<file path="config.mk">
export PLATFORM = sky130hd
export DESIGN_NAME = doodle_sprite_ctrl
export DESIGN_NICKNAME = d
export VERILOG_FILES = /design/src/rtl/doodle_sprite_ctrl.sv
export SDC_FILE = /design/constraint.sdc
export NUM_CORES = 1
export LEC_CHECK = 0
export ABC_AREA = 1
export BUFFER_PORTS_ARGS = -buffer_cell sky130_fd_sc_hd__buf_2
export CELL_PAD_IN_SITES_DETAIL_PLACEMENT = 2
export CELL_PAD_IN_SITES_GLOBAL_PLACEMENT = 2
export CORE_MARGIN = 8
export CORE_UTILIZATION = 31
export DETAILED_ROUTE_END_ITERATION = 10
export GPL_ROUTABILITY_DRIVEN = 0
export PLACE_DENSITY = 0.86
export RECOVER_POWER = 25
export SYNTH_ARGS = -nofsm -noshare
export SYNTH_HDL_FRONTEND = slang
export SYNTH_SLANG_ARGS = --single-unit
</file>
<file path="constraint.sdc">
create_clock -name Clk -period 3.5 [get_ports Clk]
set_input_delay 0.7 -clock Clk [delete_from_list [all_inputs] [get_ports Clk]]
set_output_delay 0.7 -clock Clk [all_outputs]
set_load 0.005 [all_outputs]
</file>
<file path="src/rtl/doodle_sprite_ctrl.sv">
// doodle_sprite_ctrl
// Turns the VGA scan position and the doodle's screen position into one
// shared read address for the three 32x32 doodle sprite ROMs. It then muxes
// the selected skin's ROM output into a registered palette index plus a hit
// flag for the colour mapper. Skin, flip and position are committed only on
// frame_start, so a frame never tears between skins.
//
// Ports
//   Clk, Reset_n                     clock, async active-low reset
//   frame_start                      one-cycle pulse at start of vblank
//   skin_req_valid, skin_req[1:0]    skin change request (3 = reserved)
//   flip_req                         requested horizontal mirror
//   doodle_x, doodle_y [9:0]         requested sprite top-left coordinate
//   pix_valid, DrawX, DrawY [9:0]    scan position, valid qualifier
//   rom_addr [15:0]                  shared ROM read address (registered)
//   rom_*_data [7:0]                 ROM outputs (1-cycle registered read)
//   pix_out_valid, pix_hit           result valid / opaque sprite pixel
//   pix_index [7:0]                  palette index, 0 when not a hit
//   active_skin [1:0]                skin currently in use
module doodle_sprite_ctrl #(
    parameter int unsigned W = 32,
    parameter int unsigned H = 32
) (
    input  logic        Clk,
    input  logic        Reset_n,
    input  logic        frame_start,
    input  logic        skin_req_valid,
    input  logic [1:0]  skin_req,
    input  logic        flip_req,
    input  logic [9:0]  doodle_x,
    input  logic [9:0]  doodle_y,
    input  logic        pix_valid,
    input  logic [9:0]  DrawX,
    input  logic [9:0]  DrawY,
    output logic [15:0] rom_addr,
    input  logic [7:0]  rom_basic_data,
    input  logic [7:0]  rom_holiday_data,
    input  logic [7:0]  rom_night_data,
    output logic        pix_out_valid,
    output logic        pix_hit,
    output logic [7:0]  pix_index,
    output logic [1:0]  active_skin
);

    localparam int unsigned CW = (W > 1) ? $clog2(W) : 1;
    localparam int unsigned DW = 11;
    localparam int unsigned AW = 16;

    typedef enum logic {
        S_IDLE    = 1'b0,
        S_PENDING = 1'b1
    } skin_state_t;

    skin_state_t state;
    logic [1:0]  pend_skin;
    logic        flip_r;
    logic [9:0]  pos_x_r;
    logic [9:0]  pos_y_r;

    logic          req_ok_c;
    logic [DW-1:0] dx_c;
    logic [DW-1:0] dy_c;
    logic          inside_c;
    logic [CW-1:0] col_c;
    logic [AW-1:0] addr_c;
    logic [7:0]    night_c;
    logic [7:0]    raw_c;
    logic          hit_c;

    logic          v1, in1, v2, in2;
    logic [1:0]    sk1, sk2;

    assign req_ok_c = skin_req_valid && (skin_req != 2'd3);

    // Skin request FSM and frame registers; a request coinciding with
    // frame_start is captured for the next frame, not this one.
    always_ff @(posedge Clk or negedge Reset_n) begin
        if (!Reset_n) begin
            state       <= S_IDLE;
            pend_skin   <= 2'd0;
            active_skin <= 2'd0;
            flip_r      <= 1'b0;
            pos_x_r     <= 10'd0;
            pos_y_r     <= 10'd0;
        end else begin
            if (frame_start) begin
                flip_r  <= flip_req;
                pos_x_r <= doodle_x;
                pos_y_r <= doodle_y;
                if (state == S_PENDING) begin
                    active_skin <= pend_skin;
                end
            end
            if (req_ok_c) begin
                pend_skin <= skin_req;
                state     <= S_PENDING;
            end else if (frame_start) begin
                state <= S_IDLE;
            end
        end
    end

    // Stage 0: sprite-relative offset; the 11th bit flags a negative offset
    // so positions near the right/bottom edge never wrap.
    always_comb begin
        dx_c     = {1'b0, DrawX} - {1'b0, pos_x_r};
        dy_c     = {1'b0, DrawY} - {1'b0, pos_y_r};
        inside_c = pix_valid
                   && !dx_c[DW-1] && (dx_c < DW'(W))
                   && !dy_c[DW-1] && (dy_c < DW'(H));
        // W is a power of two, so W-1-dx is the bitwise inverse of dx.
        col_c    = dx_c[CW-1:0] ^ {CW{flip_r}};
        addr_c   = inside_c ? AW'((32'(dy_c) << CW) | 32'(col_c)) : AW'(0);
    end

    // Stage 1: ROM address plus tags for the pixel.
    always_ff @(posedge Clk or negedge Reset_n) begin
        if (!Reset_n) begin
            rom_addr <= 16'd0;
            v1       <= 1'b0;
            in1      <= 1'b0;
            sk1      <= 2'd0;
        end else begin
            rom_addr <= addr_c;
            v1       <= pix_valid;
            in1      <= inside_c;
            sk1      <= active_skin;
        end
    end

    // Stage 2: tags shadow the ROM's internal read register.
    always_ff @(posedge Clk or negedge Reset_n) begin
        if (!Reset_n) begin
            v2  <= 1'b0;
            in2 <= 1'b0;
            sk2 <= 2'd0;
        end else begin
            v2  <= v1;
            in2 <= in1;
            sk2 <= sk1;
        end
    end

    // Skin mux; the nightmare ROM holds 3-bit entries.
    always_comb begin
        night_c = rom_night_data & 8'h07;
        case (sk2)
            2'd0:    raw_c = rom_basic_data;
            2'd1:    raw_c = rom_holiday_data;
            default: raw_c = night_c;
        endcase
        hit_c = v2 && in2 && (raw_c != 8'd0);
    end

    // Stage 3: registered result to the colour mapper.
    always_ff @(posedge Clk or negedge Reset_n) begin
        if (!Reset_n) begin
            pix_out_valid <= 1'b0;
            pix_hit       <= 1'b0;
            pix_index     <= 8'd0;
        end else begin
            pix_out_valid <= v2;
            pix_hit       <= hit_c;
            pix_index     <= hit_c ? raw_c : 8'd0;
        end
    end

endmodule

</file>
-- Word level (Yosys, flattened, before mapping)
Index checks and enable logic that the tools add are counted.
- register bits after elaboration: 60
- bits of input ports: 72
- word-level logic and storage cells: 42
- add/subtract/negate cells: 2
- $lt $le $gt $ge: 2
- eq/ne operators: 2
- multiplexer cells: 5
- bitwise operators: 2
- reductions and logical operators: 13
- operators with widths (operator ; number):
    11-bit by 6-bit < comparator with 1-bit output, second input constant ; 2
    10-bit by 10-bit subtractor with 11-bit output ; 2
    16-bit two-way mux ; 1
    16-bit by 5-bit OR with 16-bit output ; 1
    8-bit one-hot mux with 2 select lines ; 1
    8-bit two-way mux ; 1
    8-bit nonzero test ; 1
    1-bit logical AND ; 7
    5-bit bitwise XOR ; 1
    2-bit by 1-bit == test with 1-bit output, second input constant ; 1
    1-bit logical NOT ; 2
    2-bit logical NOT ; 1
    1-bit two-way mux ; 2
    2-bit != test, second input constant ; 1
    2-bit AND reduction ; 1
    2-bit nonzero test ; 1

-- Longest topological paths before layout
Gate-level depths: netlist (run 1).
- word-level depth: 7
- mapped depth: 15

-- Worst setup path after synthesis (run 1)
Ideal clock, no wire load.
- kind: in2reg
- start: in DrawY[0]
- end: reg rom_addr[2]
- library setup time: 0.080 ns
- arrival time: 2.200 ns
- slack: 1.220 ns
- stages on the path: 14
- cells stage by stage: inv_1 -> ha_1 -> inv_1 -> fa_1 -> nand3_1 -> nand3_1 -> nand2_1 -> nand2_1 -> nand2_1 -> nand2_1 -> nor2_1 -> nand3_1 -> buf_6 -> nor3_2
- word-level cells in the longest chain between the ends: 5
- elaborated cells on any way between the ends: 6
- ends and longest elaborated chain (what ; RTL line ; text):
    from (decl) ; 34 ; input logic [9:0] DrawY,
    10-bit by 10-bit subtractor with 11-bit output * ; 107 ; dy_c = {1'b0, DrawY} - {1'b0, pos_y_r};
    parallel branches: the longest is 2 deep, another holds 11-bit by 6-bit < comparator with 1-bit output ; -- ;
    1-bit logical AND * ; 110 ; && !dy_c[DW-1] && (dy_c < DW'(H));
    16-bit two-way mux * ; 113 ; addr_c = inside_c ? AW'((32'(dy_c) << CW) | 32'(col_c)) : AW'(0);
    via addr_c[2] ; 65 ; logic [AW-1:0] addr_c;
    to (signal assigned) ; 124 ; rom_addr <= addr_c;
    to (decl) ; 35 ; output logic [15:0] rom_addr,
Mark *: on every way through the listed nets, which the timed path passes.
A chain may end at the register's enable or synchronous reset.

-- Final worst setup path (run 1)
- start: in DrawY[0]
- end: reg rom_addr[0]
The elaborated chain is that of the path after synthesis.

==> results by group, run 1 <==
Outcome
  • Status: complete, but fails checks
  • Failing checks: max-capacitance violations, max-slew violations

STA
  • Final count of pins violating max slew: between 40 and 50
  • Max Freq: around 430 MHz
  • Fin crit share: 0.664
  • Setup Skew: just over 0.009 ns
  • RSZ-0062 raised after global routing: false
  • Setup WS post-layout: between 1 and 1.5 ns
  • Final hold slack: between 0.3 and 0.4 ns
  • Setup TNS: 0 ns
  • Slew @ Worst Pin: between 2 and 2.5 ns
  • Slew HR: -0.481
  • Final setup fails: 0
  • Minimum clock period: approximately 2.3 ns
  • Final Hold Vio Count: 0

Logic synthesis
  • Yosys cell types: 30
  • Seq cells post-synth: 60
  • Synth async-reset ratio: 1.00
  • Synth area leaders: dfrtp_1 45%, nand2_1 12%, inv_1 9.0%, ha_1 7.5%, o21ai_0 3.9%
  • Synthesized instance count: 411
  • Count leader, synth: nand2_1
  • Warnings, synthesis: 0
  • Post-Syn Area: 0.00335 mm^2
  • Syn_area_per_cell: around 8.2 um^2
  • Share of the synthesized area in the top cell type: 0.448
  • Commonest cells in the netlist: 104 x nand2_1, 80 x inv_1, 60 x dfrtp_1
  • Post-synthesis sequential area ratio: 0.448
  • Synth Flop Type: dfrtp_1
  • Post-synth EDFFs: 0
  • Dominant cell type by area after synthesis: dfrtp_1

Floorplanning
  • Die width: 120 um
  • Num ports: 100
  • FP Rows: 38
  • Total Die Area: roughly 0.014 mm^2
  • Initial Utilization: 0.313
  • Die height: 120 um
  • Core area: roughly 0.011 mm^2

Routing
  • Final WL: approximately 10,000 um
  • Post-route DRC: 0
  • Routed Antenna Nets: 0
  • WL/cell: around 15 um
  • Via density: 4.65
  • DRT Pass-1 Iters: 4
  • Via count: around 3,100
  • Initial drt markers: 58

Setup path
  • Most Frequent Cell on Critical Path: nand2_1
  • Worst path required time: roughly 3.8 ns
  • R2R depth: 13
  • Reg2Reg Setup Slack: between 1 and 1.5 ns
  • Crit path from: DrawY[0]
  • CP top delay family: simple AND/OR/NAND/NOR gates
  • Critical Path Max Stage Delay: around 0.43 ns
  • Worst EP arrival: roughly 2.6 ns
  • Critical Path Sink Type: flop
  • Startpoint types: primary input
  • Critical path class: in -> reg
  • Critical-path top delay cell: fa_1
  • Worst R2R Start: pos_y_r[0]
  • Worst path cell trace: buf_2, inv_1, ha_1, inv_1, fa_1, nand3_1, nand3_1, nand2_1, nand2_1, nand2_1, nand2_1, nor2_1, nand3_1, buf_4, nor3_1
  • Reg-to-reg endpoint: rom_addr[0]
  • Crit path max fanout: 11
  • Buf+Inv Stages, Crit Path: 4

Placed design
  • Inst Count DP: between 600 and 700
  • Post-Place Worst Slack: 0.800 ns
  • Dpl hpwl: approximately 8000 um
  • I/O Buffers: 94
  • Post-DP Area: roughly 0.0040 mm^2

Clock network
  • Worst-Skew Late Latency: roughly 0.35 ns
  • Post-CTS setup buffers: 0
  • Root Buffer: clkbuf_8
  • CTS H-tree lvls: 3
  • Clock-pin slew on the worst setup and hold paths: 0.08 ns
  • # resized after CTS: 0
  • Post-CTS Hold Buffers: 0
  • Longest Clk Path Bufs: 2
  • CTS tree: built
  • Num CTS Buffers: 9
  • Num Clock Sinks: 60

Power and ir drop
  • PwrDens: about 470 mW/mm^2
  • Peak supply drop: 175 uV
  • Leak pwr: 2.37 nW

Worst hold path
  • Hold path startpoint: v1
  • WHS Path Cells: 0
  • Hold endpoint: v2
  • Worst hold path type: reg -> reg

Global routing
  • Vias in the first global route: between 3,000 and 4,000
  • Gr usage total: 0.146
  • First-pass GRT wire length: 16,900 um
  • Grt total ovfl: 0
  • Maximum number of pins on one net before global-route repair: 42
  • Initial antenna violation count: 0

Cells and area
  • P&R area growth vs syn: 25.5%
  • Fin nets: 610
  • Multi-input gate area: 0.00152 mm^2
  • Final cell count without fillers: 662
  • Reg area: around 0.0015 mm^2
  • Fill count: between 1,000 and 1,500
  • Layout cell share with drive strength beyond 1: 0.261
  • Finished Cell Area: between 0.004 and 0.005 mm^2

Job
  • Max-cap violation count: 1
power breakdown:
group | total, mW | internal, mW | switching, mW | leakage (nW)
Combinational | 0.490 | 0.184 | 0.306 | 1.51
Sequential | 0.764 | 0.740 | 0.0244 | 0.762
Clock | 0.711 | 0.401 | 0.310 | 0.102
worst reg2reg max path, stage by stage (launching register included):
cell and delay, ns:
dfrtp_1 0.36, ha_1 0.20, inv_1 0.10, fa_1 0.43, nand3_1 0.09, nand3_1 0.11
nand2_1 0.12, nand2_1 0.06, nand2_1 0.06, nand2_1 0.05, nor2_1 0.11, nand3_1 0.08
buf_4 0.20, nor3_1 0.14
layout by cell type, fill, tap and decap left out:
cell	synthesis	final
nand2_1	104	104
buf_2	0	92
inv_1	80	80
dfrtp_1	60	60
o21ai_0	26	26
nor2_1	25	25
ha_1	20	20
nand3_1	18	18
a21oi_1	9	9
nor3_2	9	9
clkbuf_8	0	9
xnor2_1	8	8
nand4_1	7	7
conb_1	1	6
mux2_2	5	5
o22ai_1	4	4
inv_2	3	3
o21bai_1	3	3
nand2_2	3	3
nor2_2	3	3
xor2_1	3	3
clkbuf_1	5	3
a22oi_1	2	2
nor3_1	2	2
nand3_2	2	2
fa_1	2	2
bufinv_16	0	2
clkinvlp_4	0	2
buf_4	0	2
diode_2	0	1
o21ai_2	1	1
o21ai_1	1	1
a21oi_2	1	1
or2_1	1	1
nand3b_1	1	1
clkinv_4	0	1
clkinv_2	0	1
layer usage:
metal  vias up  GRT usage  wire length, um
li1       1481          -                -
met1      1514      0.169             4380
met2        72      0.261             5030
met3        12     0.0348              511
met4         0     0.0445              121
met5         -          0                0
registers in the layout, indices dropped and copies added (netlist names), 2 cells and up:
register / cells
active_skin: 2
pend_skin: 2
pix_index: 8
pos_x_r: 10
pos_y_r: 10
rom_addr: 16
sk1: 2
sk2: 2
per-stage QoR:
stage          power (mW)  utilization
5_1_grt              2.10        0.393
6_report             1.97        0.393
2_1_floorplan        1.11            -
3_3_place_gp         1.24        0.373
4_1_cts              2.00        0.393
3_5_place_dp         1.28        0.373
area by class of cell:
class                      instances  area share
multi-input combinational        266       0.360
sequential                        60       0.357
timing repair buffer              96       0.115
inverter                          83      0.0741
tap                              140      0.0417
clock buffer                      10      0.0303
clock inverter                     6      0.0211
antenna                            1    0.000595
logic make-up (layout without fill, tap and decap cells):
kind of cell / Yosys count / count (layout) / share of synthesized area
and+or+nand+nor: 175 / 175 / 0.236
muxes: 5 / 5 / 0.0168
AOI/OAI and AO/OA: 47 / 47 / 0.0777
buffers and inverters: 90 / 195 / 0.105
xor gates and xnor gates: 11 / 11 / 0.0288
other: 1 / 7 / 0.00112
adders and majority gates: 22 / 22 / 0.0866
DFF: 60 / 60 / 0.448
worst max-delay path by stage:
stage	slack, ns	endpoint	cells after the start
after global routing	0.75	pix_index[3]	1
final	1.18	rom_addr[0]	15
after CTS	1.15	rom_addr[0]	15
after floorplan	1.22	rom_addr[2]	14
after global placement	0.82	rom_addr[0]	15
after detailed placement	0.80	rom_addr[0]	15
Power figures use the tool's default switching activity.
==> inputs of run 2 (changes only) <==
CORE_UTILIZATION = 26   (was 31)
PLACE_DENSITY = 0.77   (was 0.86)
clock period = 2 ns   (was 3.5 ns; I/O delays follow)
==> run 2 against run 1 <==
The flow finishes with violations (negative setup slack). Sequential share of layout area fell by 4.0 points. Register-to-register slack lost 1.3 ns. Clock skew is 0.0037 ns lower. Critical path depth fell by 4. Largest cell class unchanged. Largest power group is now the clock network.
==> results by group, run 2 (synthesis results as in run 1) <==
Floorplanning
  • Num ports: 100
  • Initial Utilization: 0.266
  • Die width: ~130 um
  • Die height: 130 um
  • Core area: 0.0126 mm^2
  • FP Rows: 41
  • Total Die Area: 0.0168 mm^2

Routing
  • Met1 Routed Length: about 4500 um
  • Post-route DRC: 0
  • WL/cell: between 15 and 20 um
  • Initial drt markers: approximately 110
  • Final WL: ~11,000 um
  • Wire length on met2: between 5000 and 6000 um
  • DRT Pass-1 Iters: 4
  • Top Metal Used: met4
  • Routed Antenna Nets: 0
  • Via count: ~3,200
  • Via density: ~4.4
  • Met3 WL: approximately 620 um

Clock network
  • Worst-Skew Late Latency: approximately 0.33 ns
  • Num CTS Buffers: 9
  • Longest Clk Path Bufs: 2
  • CTS H-tree lvls: 3
  • Clock-pin slew on the worst setup and hold paths: 0.05 ns
  • Num Clock Sinks: 60
  • CTS tree: built
  • Root Buffer: clkbuf_16

Global routing
  • Vias in the first global route: 3,653
  • Grt total ovfl: 0
  • Gr usage total: 0.136
  • Initial antenna violation count: 0
  • First-pass GRT wire length: 17,800 um
  • Maximum number of pins on one net before global-route repair: 32

Setup path
  • Crit path max fanout: 11
  • Worst R2R Start: pos_y_r[0]
  • Critical path class: reg -> reg
  • Worst path required time: 2.24 ns
  • Reg2Reg Setup Slack: -0.02 ns
  • Worst EP arrival: approximately 2.3 ns
  • Startpoint types: flop
  • Crit path from: pos_y_r[0]
  • Reg-to-reg endpoint: rom_addr[8]
  • Critical Path Sink Type: flop
  • R2R depth: 11

STA
  • Final count of pins violating max slew: 0
  • Final setup fails: 1
  • Final Hold Vio Count: 0
  • Minimum clock period: about 2 ns
  • Slew @ Worst Pin: about 0.89 ns
  • Setup WS post-layout: -0.0167 ns
  • Final hold slack: between 0.2 and 0.25 ns
  • RSZ-0062 raised after global routing: true
  • Slew HR: 0.408
  • Setup Skew: 0.00561 ns
  • Fin crit share: 1.01
  • Max Freq: roughly 500 MHz

Cells and area
  • Fill count: roughly 1,500
  • Largest register FFs: 16
  • Most frequent cells in the layout: 100 x nand2_1, 91 x buf_2, 79 x inv_1, 60 x dfrtp_1, 29 x buf_4
  • Reg area: around 0.0015 mm^2
  • Final cell count without fillers: approximately 730
  • Layout cell share with drive strength beyond 1: 0.335
  • P&R area growth vs syn: 41.4%
  • Commonest non-fill, non-tap cell in the layout: nand2_1
  • Final Util: 0.375
  • Multi-input gate area: approximately 0.0016 mm^2
  • Finished Cell Area: 0.00474 mm^2
  • Top reg by flops: rom_addr
  • Diodes inserted: 0
  • Fin nets: about 640
  • Biggest regs: rom_addr (16), pos_x_r (10), pos_y_r (10)

Worst hold path
  • WHS Path Cells: 1
  • Hold endpoint: v1
  • Hold path startpoint: pix_valid
  • Worst hold path type: in -> reg

Power and ir drop
  • NetSw: between 1 and 1.5 mW
  • Clock share of power: 0.409
  • PwrDens: between 800 and 900 mW/mm^2
  • Pint: 2.85 mW
  • Peak supply drop: around 400 uV
  • Total power: around 4.0 mW
  • Combinational Power Share: 0.258
  • Sw frac: 0.293
  • Leak pwr: about 2.6 nW
  • Seq pwr share: 0.333

Placed design
  • Inst Count DP: 704
  • I/O Buffers: between 90 and 100
  • Dpl hpwl: ~9000 um
  • Post-DP Area: between 0.004 and 0.005 mm^2

Outcome
  • Status: complete, but fails checks
  • Failing checks: negative setup slack

Job
  • Max-cap violation count: 0
[run 2: cell types whose count changed in the layout (fill, tap and decap cells not counted), moves of 4 or more]
cell	delta
buf_4	+27
clkbuf_16	+9
clkbuf_8	-8
ha_1	-5
ha_4	+4
nand2_1	-4
nand3_1	-4
[run 2: area by class of cell]
| type | count | share of cell area |
|---|---|---|
| repair buffers | 129 | 0.157 |
| flip-flops and latches | 60 | 0.317 |
| clock buffers | 11 | 0.0512 |
| clock inverters | 4 | 0.0156 |
| well taps | 172 | 0.0454 |
| inverters | 83 | 0.0658 |
| multi-input cells | 266 | 0.348 |
[run 2: worst max path at each step]
stage,endpoint,slack [ns],cells after the start
after floorplan,rom_addr[2],0.02,14
after global placement,rom_addr[6],-0.24,15
after detailed placement,rom_addr[6],-0.39,15
after CTS,rom_addr[8],-0.006,13
after global routing,rom_addr[8],-0.15,14
final,rom_addr[8],-0.02,11
[run 2: power by group through the flow]
stage | combinational, mW | sequential [mW] | clock (mW)
global placement | 0.924 | 1.36 | 0
floorplan | 0.589 | 1.35 | 0
finish | 1.04 | 1.34 | 1.65
CTS | 1.01 | 1.34 | 1.71
detailed placement | 0.974 | 1.36 | 0
global route | 1.18 | 1.35 | 1.75
[run 2: routing by layer]
| layer | global-route usage | up-vias |
|---|---|---|
| li1 | - | 1546 |
| met4 | 0.0348 | 0 |
| met1 | 0.145 | 1580 |
| met5 | 0 | - |
| met2 | 0.254 | 76 |
| met3 | 0.0407 | 13 |
[run 2: worst max-delay path: stages, from the launching register on]
cell	delay (ns)
dfrtp_1	0.38
ha_1	0.20
inv_1	0.09
fa_2	0.23
nand4_1	0.15
nand2_1	0.15
nand2_1	0.07
nand2_1	0.07
nand2_1	0.06
nor2_2	0.12
nand2_4	0.16
nor3_2	0.25
[run 2: per-stage QoR]
step	setup WS, ns	setup TNS [ns]
floorplan	0.0201	0
global placement	-0.236	-2.49
detailed placement	-0.395	-3.67
CTS	-0.00612	-0.0158
global route	-0.148	-1.29
finish	-0.0167	-0.0167
[run 2: what timing repair did]
action / 4_1_cts / 5_1_grt
hold endpoints to repair: 13 / 0
resized for setup: 10 / 20
pin swaps: 2 / 2
setup endpoints to repair: 11 / 11
hold buffers: 1 / 0
gates cloned: 1 / 0
setup buffers: 3 / 1
